**config.mk**
```make
export PLATFORM = sky130hd
export DESIGN_NAME = mul_div_sequencer_flat
export DESIGN_NICKNAME = d
export VERILOG_FILES = /design/src/rtl/mul_div_sequencer_if.sv /design/src/rtl/mul_div_sequencer.sv /design/src/flat_wrapper.sv
export SDC_FILE = /design/constraint.sdc
export NUM_CORES = 1
export LEC_CHECK = 0
export ABC_CLOCK_PERIOD_IN_PS = 2250
export BUFFER_PORTS_ARGS = -buffer_cell sky130_fd_sc_hd__buf_2
export CORE_ASPECT_RATIO = 1.5
export CORE_MARGIN = 2
export CORE_UTILIZATION = 49
export DETAILED_ROUTE_END_ITERATION = 16
export PLACE_DENSITY = 0.78
export SKIP_LAST_GASP = 1
export SYNTH_ARGS = -nofsm -noshare
export SYNTH_HDL_FRONTEND = slang
export SYNTH_SLANG_ARGS = --single-unit
```
**constraint.sdc**
```tcl
create_clock -name clk -period 2.25 [get_ports clk]
set_clock_uncertainty 0.15 [all_clocks]
set_input_delay 0.1125 -clock clk [delete_from_list [all_inputs] [get_ports clk]]
set_output_delay 0.1125 -clock clk [all_outputs]
set_load 0.05 [all_outputs]
```
**src/rtl/mul_div_sequencer_if.sv**
```systemverilog
`default_nettype none
// ============================================================================
// Module   : mul_div_sequencer_if
// Brief    : Request/result and external-ALU signal bundle for the
//            shift-add multiply / restoring divide sequencer.
// Revision : 1.0  initial release
// ============================================================================
interface mul_div_sequencer_if;
    // request side
    logic        start;
    logic        op_div;
    logic [15:0] a_in;
    logic [15:0] b_in;
    // result side
    logic        busy;
    logic        done;
    logic [15:0] res_lo;
    logic [15:0] res_hi;
    logic        div_zero;
    // external ALU
    logic [15:0] alu_a;
    logic [15:0] alu_b;
    logic [4:0]  alu_op;
    logic [15:0] alu_q;
    logic        alu_ovf;

    // requester that also hosts the ALU
    modport master (
        output start, op_div, a_in, b_in,
        input  busy, done, res_lo, res_hi, div_zero,
        input  alu_a, alu_b, alu_op,
        output alu_q, alu_ovf
    );

    // the sequencer itself
    modport slave (
        input  start, op_div, a_in, b_in,
        output busy, done, res_lo, res_hi, div_zero,
        output alu_a, alu_b, alu_op,
        input  alu_q, alu_ovf
    );
endinterface
`default_nettype wire

```
**src/rtl/mul_div_sequencer.sv**
```systemverilog
`default_nettype none
// ============================================================================
// Module   : mul_div_sequencer
// Brief    : 16x16 unsigned multiply (shift-add) and 16/16 unsigned divide
//            (restoring) sequenced over 16 cycles through an external ALU.
// Revision : 1.0  initial release
// ============================================================================
module mul_div_sequencer (
    input  wire logic         clk,
    input  wire logic         rst_n,
    mul_div_sequencer_if.slave bus
);

    typedef enum logic [1:0] {
        IDLE = 2'd0,
        ITER = 2'd1,
        DONE = 2'd2
    } state_t;

    localparam logic [4:0] C_OP_NOP = 5'b00000;
    localparam logic [4:0] C_OP_ADD = 5'b00001;
    localparam logic [4:0] C_OP_SUB = 5'b00011;

    state_t      r_state;
    logic [3:0]  r_count;
    logic        r_opDiv;
    // r_hi holds P (multiply) or R (divide); r_lo holds M or D.
    // r_opnd holds the multiplicand or the divisor.
    logic [15:0] r_hi;
    logic [15:0] r_lo;
    logic [15:0] r_opnd;
    logic        r_busy;
    logic        r_done;
    logic        r_divZero;

    logic [15:0] w_shift;
    logic        w_qBit;

    // Partial remainder shifted left with the next dividend bit brought in.
    assign w_shift = {r_hi[14:0], r_lo[15]};
    // The subtract succeeds if the 17-bit shifted remainder is >= divisor:
    // either the bit shifted out of R was set, or the ALU produced no borrow.
    assign w_qBit  = r_hi[15] | bus.alu_ovf;

    // ALU operand/opcode drive; idle opcode outside ITER.
    always_comb begin
        bus.alu_op = C_OP_NOP;
        bus.alu_a  = 16'h0000;
        bus.alu_b  = 16'h0000;
        if (r_state == ITER) begin
            if (r_opDiv) begin
                bus.alu_op = C_OP_SUB;
                bus.alu_a  = w_shift;
                bus.alu_b  = r_opnd;
            end else begin
                bus.alu_op = C_OP_ADD;
                bus.alu_a  = r_lo[0] ? r_opnd : 16'h0000;
                bus.alu_b  = r_hi;
            end
        end
    end

    // Sequencer FSM with its datapath registers and registered status flags.
    always_ff @(posedge clk or negedge rst_n) begin
        if (!rst_n) begin
            r_state   <= IDLE;
            r_count   <= 4'd0;
            r_opDiv   <= 1'b0;
            r_hi      <= 16'h0000;
            r_lo      <= 16'h0000;
            r_opnd    <= 16'h0000;
            r_busy    <= 1'b0;
            r_done    <= 1'b0;
            r_divZero <= 1'b0;
        end else begin
            case (r_state)
                IDLE: begin
                    if (bus.start) begin
                        r_count   <= 4'd0;
                        r_opDiv   <= bus.op_div;
                        r_divZero <= 1'b0;
                        if (bus.op_div && (bus.b_in == 16'h0000)) begin
                            // Divide by zero short-circuits straight to DONE.
                            r_hi      <= bus.a_in;
                            r_lo      <= 16'hFFFF;
                            r_opnd    <= 16'h0000;
                            r_divZero <= 1'b1;
                            r_done    <= 1'b1;
                            r_state   <= DONE;
                        end else begin
                            r_hi    <= 16'h0000;
                            r_lo    <= bus.op_div ? bus.a_in : bus.b_in;
                            r_opnd  <= bus.op_div ? bus.b_in : bus.a_in;
                            r_busy  <= 1'b1;
                            r_state <= ITER;
                        end
                    end
                end
                ITER: begin
                    if (r_opDiv) begin
                        r_hi <= w_qBit ? bus.alu_q : w_shift;
                        r_lo <= {r_lo[14:0], w_qBit};
                    end else begin
                        r_hi <= {bus.alu_ovf, bus.alu_q[15:1]};
                        r_lo <= {bus.alu_q[0], r_lo[15:1]};
                    end
                    r_count <= r_count + 4'd1;
                    if (r_count == 4'd15) begin
                        r_busy  <= 1'b0;
                        r_done  <= 1'b1;
                        r_state <= DONE;
                    end
                end
                DONE: begin
                    r_done  <= 1'b0;
                    r_state <= IDLE;
                end
                default: begin
                    r_busy  <= 1'b0;
                    r_done  <= 1'b0;
                    r_state <= IDLE;
                end
            endcase
        end
    end

    assign bus.busy     = r_busy;
    assign bus.done     = r_done;
    assign bus.res_hi   = r_hi;
    assign bus.res_lo   = r_lo;
    assign bus.div_zero = r_divZero;

endmodule
`default_nettype wire

```
**src/flat_wrapper.sv**
```systemverilog
// flat-port wrapper written by rule: the top's interface ports become plain ports
module mul_div_sequencer_flat 
  (clk, rst_n, bus_start, bus_op_div, bus_a_in, bus_b_in, bus_busy, bus_done, bus_res_lo, bus_res_hi, bus_div_zero, bus_alu_a, bus_alu_b, bus_alu_op, bus_alu_q, bus_alu_ovf);
  mul_div_sequencer_if bus_i ();
  input  wire logic clk;
  input  wire logic rst_n;
  input wire logic [$bits(bus_i.start)-1:0] bus_start;
  input wire logic [$bits(bus_i.op_div)-1:0] bus_op_div;
  input wire logic [$bits(bus_i.a_in)-1:0] bus_a_in;
  input wire logic [$bits(bus_i.b_in)-1:0] bus_b_in;
  output wire logic [$bits(bus_i.busy)-1:0] bus_busy;
  output wire logic [$bits(bus_i.done)-1:0] bus_done;
  output wire logic [$bits(bus_i.res_lo)-1:0] bus_res_lo;
  output wire logic [$bits(bus_i.res_hi)-1:0] bus_res_hi;
  output wire logic [$bits(bus_i.div_zero)-1:0] bus_div_zero;
  output wire logic [$bits(bus_i.alu_a)-1:0] bus_alu_a;
  output wire logic [$bits(bus_i.alu_b)-1:0] bus_alu_b;
  output wire logic [$bits(bus_i.alu_op)-1:0] bus_alu_op;
  input wire logic [$bits(bus_i.alu_q)-1:0] bus_alu_q;
  input wire logic [$bits(bus_i.alu_ovf)-1:0] bus_alu_ovf;
  assign bus_i.start = bus_start;
  assign bus_i.op_div = bus_op_div;
  assign bus_i.a_in = bus_a_in;
  assign bus_i.b_in = bus_b_in;
  assign bus_busy = bus_i.busy;
  assign bus_done = bus_i.done;
  assign bus_res_lo = bus_i.res_lo;
  assign bus_res_hi = bus_i.res_hi;
  assign bus_div_zero = bus_i.div_zero;
  assign bus_alu_a = bus_i.alu_a;
  assign bus_alu_b = bus_i.alu_b;
  assign bus_alu_op = bus_i.alu_op;
  assign bus_i.alu_q = bus_alu_q;
  assign bus_i.alu_ovf = bus_alu_ovf;
  mul_div_sequencer u_core (.clk(clk), .rst_n(rst_n), .bus(bus_i));
endmodule
```
Yosys cells after proc, flatten, opt, wreduce, memory -nomap -nowiden. Index checks and enable logic that the tools add are counted.

Register bits: 58. Output and inout port bits: 72. Input bits: 53.

Eq/ne operators: 7. Add/subtract/negate cells: 1. Bitwise logic cells: 2. Mux-type cells: 34. Reduce and logical (&&, ||, !) cells: 9.

Operators with widths (number): $mux W16 (15); $pmux W16 S2 (2); $logic_not A16 Y1 (1); $mux W2 (4); $pmux W4 S2 (1); $mux W1 (7); $ne A2 B2 Y1 const B (3); $reduce_and A2 Y1 (3); $mux W5 (1); $add A4 B1 Y4 const B (1); $eq A4 B4 Y1 const B (1); $mux W4 (1); $pmux W2 S2 (1); $reduce_and A4 Y1 (1); $pmux W1 S3 (1); $reduce_and A3 Y1 (1); $eq A2 B1 Y1 const B (1); $eq A2 B2 Y1 const B (1); $logic_not A2 Y1 (1); $ne A2 B1 Y1 const B (1); $pmux W1 S2 (1); $reduce_bool A2 Y1 (1); $logic_and A1 B1 Y1 (1); $not A1 Y1 (1); $or A1 B1 Y1 (1).

Longest topological paths before layout.
Depth after elaboration: 5. Gate-level depth with buffers: 8. Mapped depth without buffers: 5.

Least setup slack after synthesis. OpenSTA, ideal clock, no wires.

Path kind: flip-flop to output port. Start point: register u_core.r_state[1]. End point: output port bus_alu_a[10]. Arrival time: 2.580 ns. Path slack: -0.593 ns. Cell stages (with the launch flop): 9. Required time: 1.987 ns. Cell sequence: dfrtp_1 clkbuf_1 nand2b_1 buf_2 inv_2 nand2_1 clkinv_1 buf_1 a22o_1.

Longest elaborated chain between the ends: 2.

RTL lines: start: declaration (RTL line mul_div_sequencer.sv:24) `state_t r_state;`; start signal: assignment (RTL line mul_div_sequencer.sv:66) `r_state <= IDLE;`; start signal: assignment (RTL line mul_div_sequencer.sv:89) `r_state <= DONE;`; start signal: assignment (RTL line mul_div_sequencer.sv:95) `r_state <= ITER;`; $eq A2 B1 Y1 (RTL line mul_div_sequencer.sv:50) `if (r_state == ITER) begin`; $mux W16 (RTL line mul_div_sequencer.sv:50); end: declaration (RTL line flat_wrapper.sv:16) `output wire logic [$bits(bus_i.alu_a)-1:0] bus_alu_a;`.

No other way between the ends.

Worst setup path in the final report.
Start point: register u_core.r_state[0]. End point: output port bus_alu_a[12].

Same word-level chain as after synthesis.

==> results.md <==
| Item | This run |
| --- | --- |
| Slew headroom | 0.500 |
| Cell type with the largest total area after synthesis | dfrtp_1 |
| Number of cell rows | 39 |
| DIE AREA | 0.00849 mm2 |
| Pin count of the biggest net entering global routing | 62 |
| CTS H-Tree Depth | 3 |
| Routed length per placed instance | 18.2 um |
| Worst path required time | 1.99 ns |
| Number of distinct library cells after synthesis | 41 |
| Result of the run | complete, no violations |
| Number of port buffers | 121 |
| Synth Cell Area | 0.00380 mm2 |
| Gate family responsible for the most delay along the worst path | buffers and inverters |
| Ant diodes | 0 |
| CTS Root Cell | clkbuf_16 |
| Routability cong. | 0.890 |
| Total wirelength of the detailed-routed design | 12,000 um |
| Mean instance size in the synthesized netlist | 9.16 um2 |
| Core region area | 0.00756 mm2 |
| Type of the worst min-delay path | in -> reg |
| Number of nets with antenna violations after detailed routing | 0 |
| Total gr overflow | 0 |
| Final Critical Period | 2.21 ns |
| Synthesis Warnings | 0 |
| Worst setup EP type | output pin |
| Largest stage delay on the critical path | 0.45 ns |
| Starting DRC count in detailed routing | 319 |
| Share of the synthesized area in the top cell type | 0.382 |
| Dpl cell area | 0.00454 mm2 |
| Data arrival time of the worst path | 1.95 ns |
| Worst hold slack after final layout | 0.00516 ns |
| Nets | 610 |
| Fill count | 600 |
| Synth top area cells | dfrtp_1 (38%), mux2i_1 (13%), mux2_2 (8.3%) |
| Detailed Routing Iterations Pass 1 | 5 |
| Most used cells in the layout excluding fill and tap cells | buf_2 (120), nor2_1 (70), dfrtp_1 (57), mux2i_1 (48), a21oi_1 (31) |
| Kind of start point of the critical path | flip-flop |
| Number of register bits inferred by synthesis | 58 |
| Number of clock buffers inserted by TritonCTS | 9 |
| Leading cell type in the layout, fill and taps excluded | buf_2 |
| Max Transition Viols Final | 0 |
| Placed instance count | 622 |
| Worst Max-Slew Pin Slew | 0.750 ns |
| Design Area, Final | 0.00508 mm2 |
| Share of synthesized area occupied by flip-flops and latches | 0.382 |
| Post-layout util | 0.671 |
| Die extent in x | 75.9 um |
| Max Cap Violations | 0 |
| Final setup vio count | 0 |
| Height of the die | 112 um |
| Cell with the biggest individual delay on the critical path | dfrtp_2 |
| Clock sink total | 58 |
| Sum of net half-perimeters after detailed placement | 8290 um |
| Final hold violation count | 0 |
| Fraction of synthesis flops using an asynchronous set or reset pin | 1.00 |
| Clock Path Buffers | 2 |
| Fraction of layout instances using a drive strength above 1 | 0.370 |
| Number of global-route vias before repair | 3,747 |
| Area growth, synth to finish | 33.7% |
| Number of standard cells in the final layout excluding fillers | 662 |
| Critical path cell sequence | nand2b_2 > inv_2 > nand2_1 > clkinvlp_4 > buf_12 > a22o_2 > buf_2 |
| Post-CTS clock slew at the launch and capture registers of the worst setup and hold paths | 0.05 ns |
| Worst Path Max Fanout | 11 |
| CTS tree | done |
| Highest attainable clock frequency | 452 MHz |
| Initial Util | 0.502 |
| EDFF count, synth | 0 |
| Share of the clock period used by the worst path after layout | 0.984 |
| Total buffers and inverters traversed by the critical path | 4 |
| Initial antenna violation count | 0 |
| Vias after detailed routing | 3,958 |
| Global routing usage summed across all routing layers | 0.285 |
| Post-detailed-route via-to-cell ratio | 5.98 |
| Synthesized instance count | 415 |
| Most common flop cell mapped by yosys | dfrtp_1 |
| Clock latency of the later-clocked register in the worst-skew pair | 0.33 ns |
| Classification of the worst setup path | reg -> out |
| Global-route wire length before repair | 19,200 um |
| Number of remaining DRC errors | 0 |
| Top-level I/O count | 125 |
[cell families after synthesis]
logic type | share of synthesized area
AND/OR/NAND/NOR | 0.162
AO/OA/AOI/OAI | 0.182
adder cells (fa/ha/maj) | 0.00329
flip-flops | 0.382
XOR/XNOR | 0.00461
multiplexers | 0.215
other | 0.000987
buffers and inverters | 0.0500
[per-stage QoR]
| step | setup WS (ns) | TNS [ns] |
|---|---|---|
| floorplan | 0.00730 | 0 |
| global placement | 0.306 | 0 |
| detailed placement | 0.251 | 0 |
| CTS | 0.0146 | 0 |
| global route | -0.00767 | -0.0263 |
| finish | 0.0361 | 0 |
[registers in the layout, summed over array words and instances, names as in the netlist]
signal / cells
u_core.bus.res_hi: 16
u_core.bus.res_lo: 16
u_core.r_opnd: 16
u_core.r_count: 4
u_core.r_state: 2
u_core.bus.busy: 1
u_core.bus.div_zero: 1
u_core.bus.done: 1
u_core.r_opDiv: 1
[cells in the mapped netlist (2+ instances only)]
cell type  count
xor2_1         2
mux2_1         2
o21ai_1       14
nand4_1       12
nand2b_1       5
nor3_1         4
mux2i_1       48
inv_2          2
o221ai_1      15
nand2_1       24
buf_1          7
and3_1         2
a31oi_1       16
a22o_1        17
o21ai_0        6
buf_2          5
nor2_1        71
o21bai_1       2
buf_4          6
a21oi_1       31
clkbuf_1      18
mux2_2        28
nor3b_1        2
nor4_4         2
dfrtp_1       58
[what timing repair did]
action | 4_1_cts | 5_1_grt
resized for setup | 2 | 4
endpoints found under the setup margin | 10 | 17
endpoints found under the hold margin | 87 | 0
pin swaps | 0 | 1
gates cloned | 0 | 0
hold buffers | 24 | 0
setup buffers | 0 | 1
[path summary, 6_finish.rpt]
path                                startpoint                    end  slack [ns]  cells after the start
hold / removal                    bus_b_in[12]      u_core.r_opnd[12]       0.005                      3
max in group asynchronous                rst_n      u_core.r_state[0]        1.09                      3
setup / recovery             u_core.r_state[0]          bus_alu_a[12]        0.04                      7
setup reg to reg             u_core.r_state[0]  u_core.bus.res_lo[13]        0.29                      4
hold reg to reg            u_core.bus.div_zero    u_core.bus.div_zero        0.35                      2
min in group asynchronous                rst_n   u_core.bus.res_lo[6]        0.32                      3
[worst reg2reg max path: stages (launching register included)]
cell	delay, ns
dfrtp_2	0.45
nand2b_2	0.10
buf_4	0.52
nand3_4	0.37
a31oi_1	0.28
[cell type report]
class,instances,area [um2],share of cell area
Clock inverter,3,15.0,0.00296
Sequential cell,58,1450,0.286
Timing Repair Buffer,165,1010,0.200
Tap cell,102,128,0.0251
Multi-Input combinational cell,318,2190,0.432
Clock buffer,12,256,0.0505
Inverter,4,18.8,0.00370
[metal layers]
metal	vias up	share of wire	global-route usage
li1	1803	-	-
met1	1908	0.39	0.360
met2	215	0.51	0.473
met3	32	0.066	0.0438
met4	0	0.033	0.147
met5	-	0	0
Power is left out: the tool's default activity adds up to more than one toggle a clock period on the data nets, which glitch-free logic cannot reach.
